$ cat config.mk
export PLATFORM = sky130hd
export DESIGN_NAME = sram_arb_ctrl
export DESIGN_NICKNAME = d
export VERILOG_FILES = /design/src/rtl/sram_arb_ctrl.sv
export SDC_FILE = /design/constraint.sdc
export NUM_CORES = 1
export LEC_CHECK = 0
export CAP_MARGIN = 30
export CORE_MARGIN = 5
export CORE_UTILIZATION = 37
export DETAILED_ROUTE_END_ITERATION = 7
export GPL_ROUTABILITY_DRIVEN = 0
export GPL_TIMING_DRIVEN = 0
export PLACE_DENSITY = 0.75
export SLEW_MARGIN = 20
export SYNTH_ARGS = -nofsm -noshare
export SYNTH_HDL_FRONTEND = slang
export SYNTH_SLANG_ARGS = --single-unit
$ cat constraint.sdc
create_clock -name clk -period 1.9 [get_ports clk]
set_input_delay 0.38 -clock clk [delete_from_list [all_inputs] [get_ports clk]]
set_output_delay 0.38 -clock clk [all_outputs]
set_load 0.02 [all_outputs]
$ cat src/rtl/sram_arb_ctrl.sv
// Multi-channel SRAM access controller: round-robin arbitration of NCH requesters onto one
// single-port SRAM, with cs/we/oe sequencing, read-data capture and a one-cycle ack per channel.
module sram_arb_ctrl #(
   parameter int NCH    = 4,
   parameter int AW     = 5,
   parameter int DW     = 4,
   parameter int WR_CYC = 1,
   parameter int RD_LAT = 1
) (
   input  logic              clk,
   input  logic              rst,
   input  logic [NCH-1:0]    req,
   input  logic [NCH-1:0]    wr,
   input  logic [NCH*AW-1:0] addr,
   input  logic [NCH*DW-1:0] wdata,
   output logic [NCH-1:0]    ack,
   output logic [DW-1:0]     rdata,
   output logic              busy,
   output logic              cs,
   output logic              we,
   output logic              oe,
   output logic [AW-1:0]     mem_addr,
   output logic [DW-1:0]     mem_wdata,
   input  logic [DW-1:0]     mem_rdata
);

   localparam int IW   = (NCH > 1) ? $clog2(NCH) : 1;
   localparam int MAXC = (WR_CYC > RD_LAT) ? WR_CYC : RD_LAT;
   localparam int CW   = $clog2(MAXC + 1);
   localparam logic [CW-1:0] WR_LAST = CW'(WR_CYC - 1);
   localparam logic [CW-1:0] RD_LAST = CW'(RD_LAT - 1);
   localparam logic [IW-1:0] LAST_CH = IW'(NCH - 1);

   typedef enum logic [1:0] {
      IDLE  = 2'd0,
      WRITE = 2'd1,
      READ  = 2'd2,
      ACK   = 2'd3
   } state_t;

   state_t state, next_state;

   logic [IW-1:0] ptr;
   logic [IW-1:0] grant;
   logic [IW-1:0] win_idx;
   logic [IW-1:0] idx_v;
   logic [IW-1:0] next_ptr;
   logic          win_valid;
   logic [AW-1:0] sel_addr;
   logic [DW-1:0] sel_wdata;
   logic [CW-1:0] cnt;
   logic [AW-1:0] lat_addr;
   logic [DW-1:0] lat_wdata;
   logic [DW-1:0] rdata_q;
   logic          load;
   logic          cnt_clr;
   logic          cnt_inc;
   logic          capture;
   logic          ptr_adv;

   // Round-robin search starting at ptr; the first requester found wins.
   always_comb begin
      win_valid = 1'b0;
      win_idx   = '0;
      idx_v     = '0;
      sel_addr  = '0;
      sel_wdata = '0;
      for (int k = 0; k < NCH; k++) begin
         idx_v = IW'((int'(ptr) + k) % NCH);
         if (!win_valid && req[idx_v]) begin
            win_valid = 1'b1;
            win_idx   = idx_v;
         end
      end
      for (int k = 0; k < NCH; k++) begin
         if (win_idx == IW'(k)) begin
            sel_addr  = addr[k*AW +: AW];
            sel_wdata = wdata[k*DW +: DW];
         end
      end
   end

   assign next_ptr = (grant == LAST_CH) ? '0 : grant + 1'b1;

   always_ff @(posedge clk or posedge rst) begin
      if (rst) begin
         state <= IDLE;
      end else begin
         state <= next_state;
      end
   end

   // Outputs decode only from state and latched grant so live inputs never reach the SRAM pins.
   always_comb begin
      next_state = state;
      load       = 1'b0;
      cnt_clr    = 1'b0;
      cnt_inc    = 1'b0;
      capture    = 1'b0;
      ptr_adv    = 1'b0;
      busy       = 1'b0;
      cs         = 1'b0;
      we         = 1'b0;
      oe         = 1'b0;
      ack        = '0;
      mem_addr   = '0;
      mem_wdata  = '0;
      case (state)
         IDLE: begin
            if (win_valid) begin
               load       = 1'b1;
               cnt_clr    = 1'b1;
               next_state = wr[win_idx] ? WRITE : READ;
            end
         end
         WRITE: begin
            busy      = 1'b1;
            cs        = 1'b1;
            we        = 1'b1;
            mem_addr  = lat_addr;
            mem_wdata = lat_wdata;
            if (cnt == WR_LAST) begin
               next_state = ACK;
            end else begin
               cnt_inc = 1'b1;
            end
         end
         READ: begin
            busy      = 1'b1;
            cs        = 1'b1;
            oe        = 1'b1;
            mem_addr  = lat_addr;
            mem_wdata = lat_wdata;
            if (cnt == RD_LAST) begin
               capture    = 1'b1;
               next_state = ACK;
            end else begin
               cnt_inc = 1'b1;
            end
         end
         ACK: begin
            busy       = 1'b1;
            ack[grant] = 1'b1;
            mem_addr   = lat_addr;
            mem_wdata  = lat_wdata;
            ptr_adv    = 1'b1;
            next_state = IDLE;
         end
         default: begin
            next_state = IDLE;
         end
      endcase
   end

   // Grant/address/data latch, cycle counter, read capture and pointer advance.
   always_ff @(posedge clk or posedge rst) begin
      if (rst) begin
         grant     <= '0;
         lat_addr  <= '0;
         lat_wdata <= '0;
         cnt       <= '0;
         rdata_q   <= '0;
         ptr       <= '0;
      end else begin
         if (load) begin
            grant     <= win_idx;
            lat_addr  <= sel_addr;
            lat_wdata <= sel_wdata;
         end
         if (cnt_clr) begin
            cnt <= '0;
         end else if (cnt_inc) begin
            cnt <= cnt + 1'b1;
         end
         if (capture) begin
            rdata_q <= mem_rdata;
         end
         if (ptr_adv) begin
            ptr <= next_ptr;
         end
      end
   end

   assign rdata = rdata_q;

endmodule

==> impl_metrics.ini, run 1 <==
[pwr]
power_frac_seq_pct = 21.1
p_int_uw = 2190
power_switching_uw = 1480
p_sw_share_pct = 40.2
p_clk_share_pct = 11.8
total_power_uw = 3670
cellPowerDensity_nw_per_um2 = 1510
p_leak_uw = 0.00109
ir_worst_vdd_mv = 1.06
p_comb_share_pct = 67.1

[synthesis]
netlist_instances = 146
synth_compound_area_share_pct = 18.6
yosys.area_share.xor_xnor_pct = 0
ys_seq_area_share_pct = 34.4
synth-warning-count = 0
synth_adder_area_share_pct = 6.87
yosys_register_bits = 20
postSynthNetCount = 204
yosys.area_share.simple_pct = 22.1
synth.avg_cell_area_sq_um = 9.98
synthesis.area_sq_um = 1460
synth_top_family_by_area = simple AND/OR/NAND/NOR gates
synthMuxAreaShare_pct = 13.1
ys_types = 39

[drt]
wirelength_um = 4470
drc_errors = 0
vias = 1441
drt-pass1-iter-count = 4
post_drt_wl_per_cell_um = 16.1
detail-route-antenna-nets = 0
avgViaCountPerCell = 5.18
first_iter_violations = 83

[worst_setup_path]
r2r-end = lat_wdata[0]
r2r_cells = 6
crit_required_ps = 2050
endpoint_kind = register
startpoint_type = input port
crit_type = input port to register
r2r_start = ptr[1]
rrSetupSlack_ps = -140
arrival_ps = 2200
cp_max_fo = 5

[clock_tree]
worstSkewPairLatency_ps = 260
clock-sinks = 20
cts_hold_buffers = 0
cts.htree.levels = 1
clock_path_buffers = 2
tritoncts = built
clkSlewWorstSetupHoldPaths_ps = 80
cts-buffers-inserted = 3
cts_root_buffer = clkbuf_8

[grt]
grt-ovfl-total = 0
antenna_found_initial = 0
grt_start_max_net_pins = 21
grt_pass1_vias = 1472
grtUsageTotal_pct = 17.0
grt_pass1_wl_um = 7050

[timing]
rsz0062_at_grt = true
fin_crit_ps = 2050
fmax_mhz = 489
period_share_pct = 108
finClkSkew_ps = 1.27
setup_tns_ps = -857
slew_headroom_pct = 48.7
max_slew.worst_pin.slew_ps = 769
finalHoldViolations = 0
setup_viol = 9
drv_slew = 0
fin_ws_ps = -145

[layout]
fillerInstances = 322
multiInputGateArea_sq_um = 952
instances_no_fill = 278
syn2layout_area_growth_pct = 66.8
fin_nets = 289
seq_area_sq_um = 502
drive_above_1_share_pct = 27.8
diodes = 0
post-route-cell-area_sq_um = 2430

[place]
dp_cells = 264
place_ws_ps = -695
dp_hpwl_um = 3310
portBuffers = 70
placed_cell_area_sq_um = 2250

[floorplanning]
die-area_sq_um = 5290
start_util_pct = 38.9
rows = 22
chipHeight_um = 72.7
core_region_area_sq_um = 3740
pin_count = 71
die_width_um = 72.7

[worst_hold_path]
min_path_type = register to register
hold_depth = 1
whs_endpoint = rdata[0]
hold_start = rdata[0]

[status]
violations = setup timing
run_status = finished, violations left

[job]
maxCapViolCount = 0
-- worst max path at each step --
| stage | from | endpoint | slack (ps) | cells past startpoint |
|---|---|---|---|---|
| 5_1_grt | ptr[1] | lat_wdata[0] | -190 | 6 |
| 3_3_place_gp | req[1] | lat_wdata[0] | -700 | 7 |
| 6_report | req[1] | lat_wdata[0] | -150 | 8 |
| 2_1_floorplan | req[2] | lat_addr[0] | -60 | 6 |
| 4_1_cts | ptr[1] | lat_wdata[0] | -140 | 6 |
| 3_5_place_dp | req[1] | lat_wdata[0] | -690 | 7 |
-- layout by cell type, fill, tap and decap left out, types with 4 or more instances in the layout --
cell,synthesis,layout
nor2_1,4,4
ha_1,8,6
clkdlybuf4s50_1,0,49
a21oi_1,10,10
dlygate4sd2_1,0,9
buf_2,1,10
buf_12,1,4
dfrtp_1,20,19
clkbuf_8,0,4
nor2b_1,12,12
inv_1,6,4
nand2_1,6,6
mux2_2,13,6
o21ai_0,10,10
buf_4,0,8
nand3_1,10,10
a221o_1,9,9
and2_1,5,5
mux2_4,0,10
-- kinds of logic (layout without fill, tap and decap cells) --
| family | count (synthesis) | after routing |
|---|---|---|
| buffers and inverters | 13 | 97 |
| DFF | 20 | 20 |
| adders and majority gates | 8 | 8 |
| and+or+nand+nor | 50 | 50 |
| AOI/OAI and AO/OA | 38 | 38 |
| muxes | 17 | 17 |
-- layer usage --
metal | global-route usage, % | routed length (um) | up-vias
li1 | - | - | 700
met1 | 21.7 | 1840 | 682
met2 | 28.5 | 2230 | 53
met3 | 3.86 | 330 | 6
met4 | 5.12 | 66 | 0
met5 | 0 | 0 | -
-- registers in the layout, indices dropped and copies added, names as in the netlist --
register,count
cnt,1
lat_wdata,4
lat_addr,5
ptr,2
state,2
grant,2
rdata,4
-- critical path, cell delays in order --
cell and delay [ps]:
clkdlybuf4s15_1 300, nor2_1 130, or4_4 460, nand2_4 110, buf_12 110, buf_12 110
mux2_4 300, a221o_1 290
-- timing repair --
item	in CTS	in global routing
buffers inserted	8	3
gates cloned	1	0
resized for setup	64	5
endpoints found under the setup margin	31	16
pin swaps	5	2
-- metrics by stage --
step                util (%)  hold WS [ps]
floorplan                  -           344
global placement        60.2           486
detailed placement      60.2           494
CTS                     65.8           512
global route            64.9           523
finish                  64.9           508
-- Yosys cell counts, drive strengths merged --
cell     count  area (sq um)
o21bai       1          7.51
o211ai       1          7.51
clkbuf       4          15.0
a22oi        1          7.51
ha           8           100
nand2        7          33.8
nand3       10          50.1
or3          1          11.3
inv          6          22.5
buf          3          36.3
nor2         5          21.3
nor3         1          10.0
nand2b       2          12.5
o21a         1          7.51
o2111a       1          11.3
o2111ai      1          8.76
or4          1          11.3
o21ai       11          55.1
nor4         2          27.5
nor2b       14          97.6
and2         5          31.3
mux2        16           180
mux2i        1          10.0
dfrtp       20           500
a211o        1          10.0
a21oi       10          50.1
nand4        1          6.26
a311oi       1          15.0
and3b        1          8.76
a221o        9          90.1
-- power by group through the flow --
stage          Sequential, uW  Combinational, uW  Clock [uW]
6_report                  773               2460         433
5_1_grt                   803               2660         464
4_1_cts                   774               2540         442
3_5_place_dp              785               2270           0
3_3_place_gp              778               2260           0
2_1_floorplan             807               1450           0
-- final cells by class --
class	instances	area share (%)
Multi-Input combinational cell	113	39.2
Timing Repair Buffer	81	31.3
Sequential cell	20	20.7
Buffer	6	2.47
Tap cell	48	2.47
Clock buffer	3	1.70
Clock inverter	1	1.24
Inverter	6	0.927
No activity file was read; power rests on OpenSTA's default activity.
==> inputs of run 2 (changes only) <==
Settings changed: GPL_ROUTABILITY_DRIVEN 0 to default.
==> results of run 2 <==
No change in the layout: final DEF, timing and power equal those of run 1.
==> RTL edit 1: new RTL, config.mk and constraints of run 1 <==
The 4 states of `state_t` get a one-hot encoding in 4 bits.
--- a/src/rtl/sram_arb_ctrl.sv
+++ b/src/rtl/sram_arb_ctrl.sv
@@ -31,11 +31,11 @@
    localparam logic [CW-1:0] RD_LAST = CW'(RD_LAT - 1);
    localparam logic [IW-1:0] LAST_CH = IW'(NCH - 1);
 
-   typedef enum logic [1:0] {
-      IDLE  = 2'd0,
-      WRITE = 2'd1,
-      READ  = 2'd2,
-      ACK   = 2'd3
+   typedef enum logic [3:0] {
+      IDLE  = 4'b0001,
+      WRITE = 4'b0010,
+      READ  = 4'b0100,
+      ACK   = 4'b1000
    } state_t;
 
    state_t state, next_state;
Behaviour: no difference found for any inputs over 10 cycles, from zero or initial values and one cycle with rst high; not proved beyond that.
==> RTL edit 1 against run 1 <==
Power is 2.7% lower; setup slack better by 0.020 ns; non-clock buffer count is 13 higher; critical endpoint is now mem_addr[4]; largest cell class unchanged; routed wire length is 6.9% higher; highest routed layer unchanged; sequential cell count is 2 higher; combinational power is 5% lower; area after synthesis is 7.3% higher; design area is 12% higher; the run still ends with setup timing left.
==> RTL edit 1: results (changes against run 1) <==
leakage_nw: 1.18  # was 1.09 nW
max_slew_margin: 0.682  # was 0.487
synth_xor_area_frac: 0.00560  # was 0
tns_ns: -0.905  # was -0.857 ns
avgSynthCellArea_um2: 10.6  # was 9.98 um^2
m1WireLength_um: 1940  # was 1840 um
vias: 1523  # was 1441
hp-class: "input port to asynchronous set/reset pin"  # was flip-flop to flip-flop
wl_met3_um: 372  # was 330 um
dp_slack_ns: -0.783  # was -0.695 ns
placed_cells: 268  # was 264
synth.area.top_cells: "dfrtp_1 (34%), mux2i_1 (7.0%), mux2_2 (5.0%)"  # was dfrtp_1 (34%), mux2_2 (10%), ha_1 (6.9%)
synth_fp_nets: 202  # was 204
met3_usage: 0.0561  # was 0.0386
crit_path_start: "state[1]"  # was req[1]
outcome: "complete, but fails checks"  # unchanged
finalNonFillerCells: 296  # was 278
n_fill_cell: 328  # was 322
critPathArrivalTime_ns: 1.65  # was 2.20 ns
drive_gt1_frac: 0.402  # was 0.278
place.detailed.hpwl_um: 3270  # was 3310 um
wl_met2_um: 2420  # was 2230 um
setup_viol: 10  # was 9
synthAdderAreaFrac: 0.0320  # was 0.0687
grt_use_total: 0.177  # was 0.170
yosysSeqAreaShare: 0.353  # was 0.344
grt_max_degree: 23  # was 21
cts_setup_buffers: 20  # was 8
synthMuxAreaShare: 0.121  # was 0.131
violations: "setup timing"  # unchanged
r2r-start: "state[2]"  # was ptr[1]
grt_use_met1: 0.216  # was 0.217
place_area_um2: 2340  # was 2250 um^2
fin_skew_ns: 0.00112  # was 0.00127 ns
drt_iter0_drc: 56  # was 83
synthDistinctLibCells: 42  # was 39
cts-root-buf: "clkbuf_8"  # unchanged
grt_pass1_vias: 1616  # was 1472
post_cts_resized: 95  # was 64
synth_flop_cell: "dfrtp_1"  # unchanged
final_core_util: 0.671  # was 0.649
synth_compound_area_frac: 0.239  # was 0.186
antennaDiodeCount: 0  # unchanged
max-vdd-ir-drop_uv: 1020  # was 1060 uV
reg2reg_depth: 8  # was 6
use_met2: 0.309  # was 0.285
fin_ws_ns: -0.126  # was -0.145 ns
synth_common_cells: "dfrtp_1 (21), mux2i_1 (11), nor2_1 (10), nor2b_1 (10), mux2_2 (7)"  # was dfrtp_1 (20), mux2_2 (13), nor2b_1 (12)
layout.nets: 301  # was 289
startpoint_type: "flip-flop"  # was input port
-- RTL edit 1: power breakdown --
| group | switching, mW | total, mW | internal [mW] |
|---|---|---|---|
| logic | 1.09 | 2.33 | 1.25 |
| registers | 0.197 | 0.895 | 0.698 |
| clock network | 0.158 | 0.343 | 0.185 |
-- RTL edit 1: worst max-delay path: cells and delay by family (launching register included) --
family | cells | cell delay (ns)
flip-flops | 1 | 0.47
buffers and inverters | 3 | 0.45
AND/OR/NAND/NOR | 3 | 0.45
-- RTL edit 1: final cells by class --
cell class | instances | area share
inverter | 5 | 0.00690
timing repair buffer | 94 | 0.328
multi-input combinational | 115 | 0.400
clock buffer | 4 | 0.0202
tap | 50 | 0.0230
sequential | 22 | 0.204
buffer | 6 | 0.0179
-- RTL edit 1: worst paths after layout --
path,to,slack [ns]
max,mem_addr[4],-0.13
min,lat_wdata[1],0.35
max reg2reg,state[1],0.01
min reg2reg,lat_wdata[0],0.50
max in group asynchronous,state[0],1.08
min in group clk,lat_wdata[0],0.50
==> RTL edit 2: new RTL, config.mk and constraints of run 1 <==
Without the edit above. `RD_LAT`: 1 -> 2.
--- a/src/rtl/sram_arb_ctrl.sv
+++ b/src/rtl/sram_arb_ctrl.sv
@@ -5,7 +5,7 @@
    parameter int AW     = 5,
    parameter int DW     = 4,
    parameter int WR_CYC = 1,
-   parameter int RD_LAT = 1
+   parameter int RD_LAT = 2
 ) (
    input  logic              clk,
    input  logic              rst,
Formal check against the unedited RTL: not equivalent (Yosys sat finds a counterexample within 4 cycles, from zero or initial values and one cycle with rst high).
==> RTL edit 2 against run 1 <==
The run still ends with setup timing left; synthesized cell count rose by 0.68%; power rose by 2.6%; area after synthesis up 4.8%; routed wire length decreased by 5.6%; sequential cell count grew 1; setup slack improved by 0.14 ns; highest routed layer unchanged; clock power is 31% lower; register-to-register slack improved by 0.13 ns; via count down 3.9%; count of clock-buffer cells in the layout unchanged; design area increased by 2.5%; die area up 4.1%; core utilization shrank 2.7 points.
==> RTL edit 2: results (changes against run 1) <==
outcome: "complete, but fails checks"  # unchanged
violations: "setup timing"  # unchanged
setup_viol: 1  # was 9
synth_xor_area_frac: 0.00574  # was 0
hp-class: "input port to asynchronous set/reset pin"  # was flip-flop to flip-flop
tns_ns: -0.00757  # was -0.857 ns
p_int_mw: 2.12  # was 2.19 mW
slowest_delay_ns: 0.59  # was 0.46 ns
m1WireLength_um: 1810  # was 1840 um
die-area_um2: 5510  # was 5290 um^2
totalWireLength_um: 4210  # was 4470 um
seq_power_share: 0.217  # was 0.211
wl_met2_um: 2060  # was 2230 um
seq-power_uw: 816  # was 773 uW
synth_fp_nets: 207  # was 204
nonClkBufAreaFrac: 0.315  # was 0.338
synthDistinctLibCells: 32  # was 39
leakage_nw: 1.07  # was 1.09 nW
avgSynthCellArea_um2: 10.4  # was 9.98 um^2
clock_area_frac: 0.0186  # was 0.0294
fin_skew_ns: 0.00897  # was 0.00127 ns
pg_clk_uw: 300  # was 433 uW
synth_common_cells: "dfrtp_1 (21), mux2i_1 (19), nand2_1 (16)"  # was dfrtp_1 (20), mux2_2 (13), nor2b_1 (12)
drt_iter0_drc: 51  # was 83
wl_per_cell_um: 15.2  # was 16.1 um
synth_compound_area_frac: 0.149  # was 0.186
multi_input_comb_area_um2: 1030  # was 952 um^2
place.detailed.hpwl_um: 3050  # was 3310 um
final_core_util: 0.622  # was 0.649
max-vdd-ir-drop_uv: 828  # was 1060 uV
buffers: 83  # was 87
use_met2: 0.243  # was 0.285
synthMuxAreaShare: 0.169  # was 0.131
critPathArrivalTime_ns: 2.04  # was 2.20 ns
grt_pass1_wl_um: 6510  # was 7050 um
placed_cells: 267  # was 264
nMultiInputCombCells: 110  # was 113
grt_use_total: 0.153  # was 0.170
synth.area.top_cells: "dfrtp_1 (34%), mux2i_1 (12%), o221ai_2 (8.9%)"  # was dfrtp_1 (34%), mux2_2 (10%), ha_1 (6.9%)
fin_ws_ns: -0.00757  # was -0.145 ns
design.seq.count: 21  # was 20
## RTL edit 2: cell count changes after synthesis, moves of 3 or more
cell,delta
mux2_1,-3
nand3_1,-7
mux2i_1,+18
nand2_1,+10
mux2_2,-7
o21ai_0,-8
a221o_1,-9
a21oi_1,-8
inv_1,+4
o221ai_2,+9
## RTL edit 2: final timing paths
kind / from / to / slack [ns] / depth (start not counted)
setup / recovery: ptr[0] / lat_wdata[0] / -0.008 / 7
hold / removal: rst / rdata[3] / 0.31 / 2
setup reg to reg: ptr[0] / lat_wdata[0] / -0.008 / 7
hold reg to reg: lat_addr[2] / lat_addr[2] / 0.48 / 2
max in group asynchronous: rst / ptr[0] / 1.18 / 3
min in group clk: lat_addr[2] / lat_addr[2] / 0.48 / 2
## RTL edit 2: timing repair
| action | in CTS | in global routing |
|---|---|---|
| setup endpoints to repair | 30 | 23 |
| gates cloned | 1 | 0 |
| gates resized for setup | 75 | 26 |
| hold buffers | 0 | 0 |
| pin swaps | 10 | 5 |
| setup buffers | 3 | 4 |
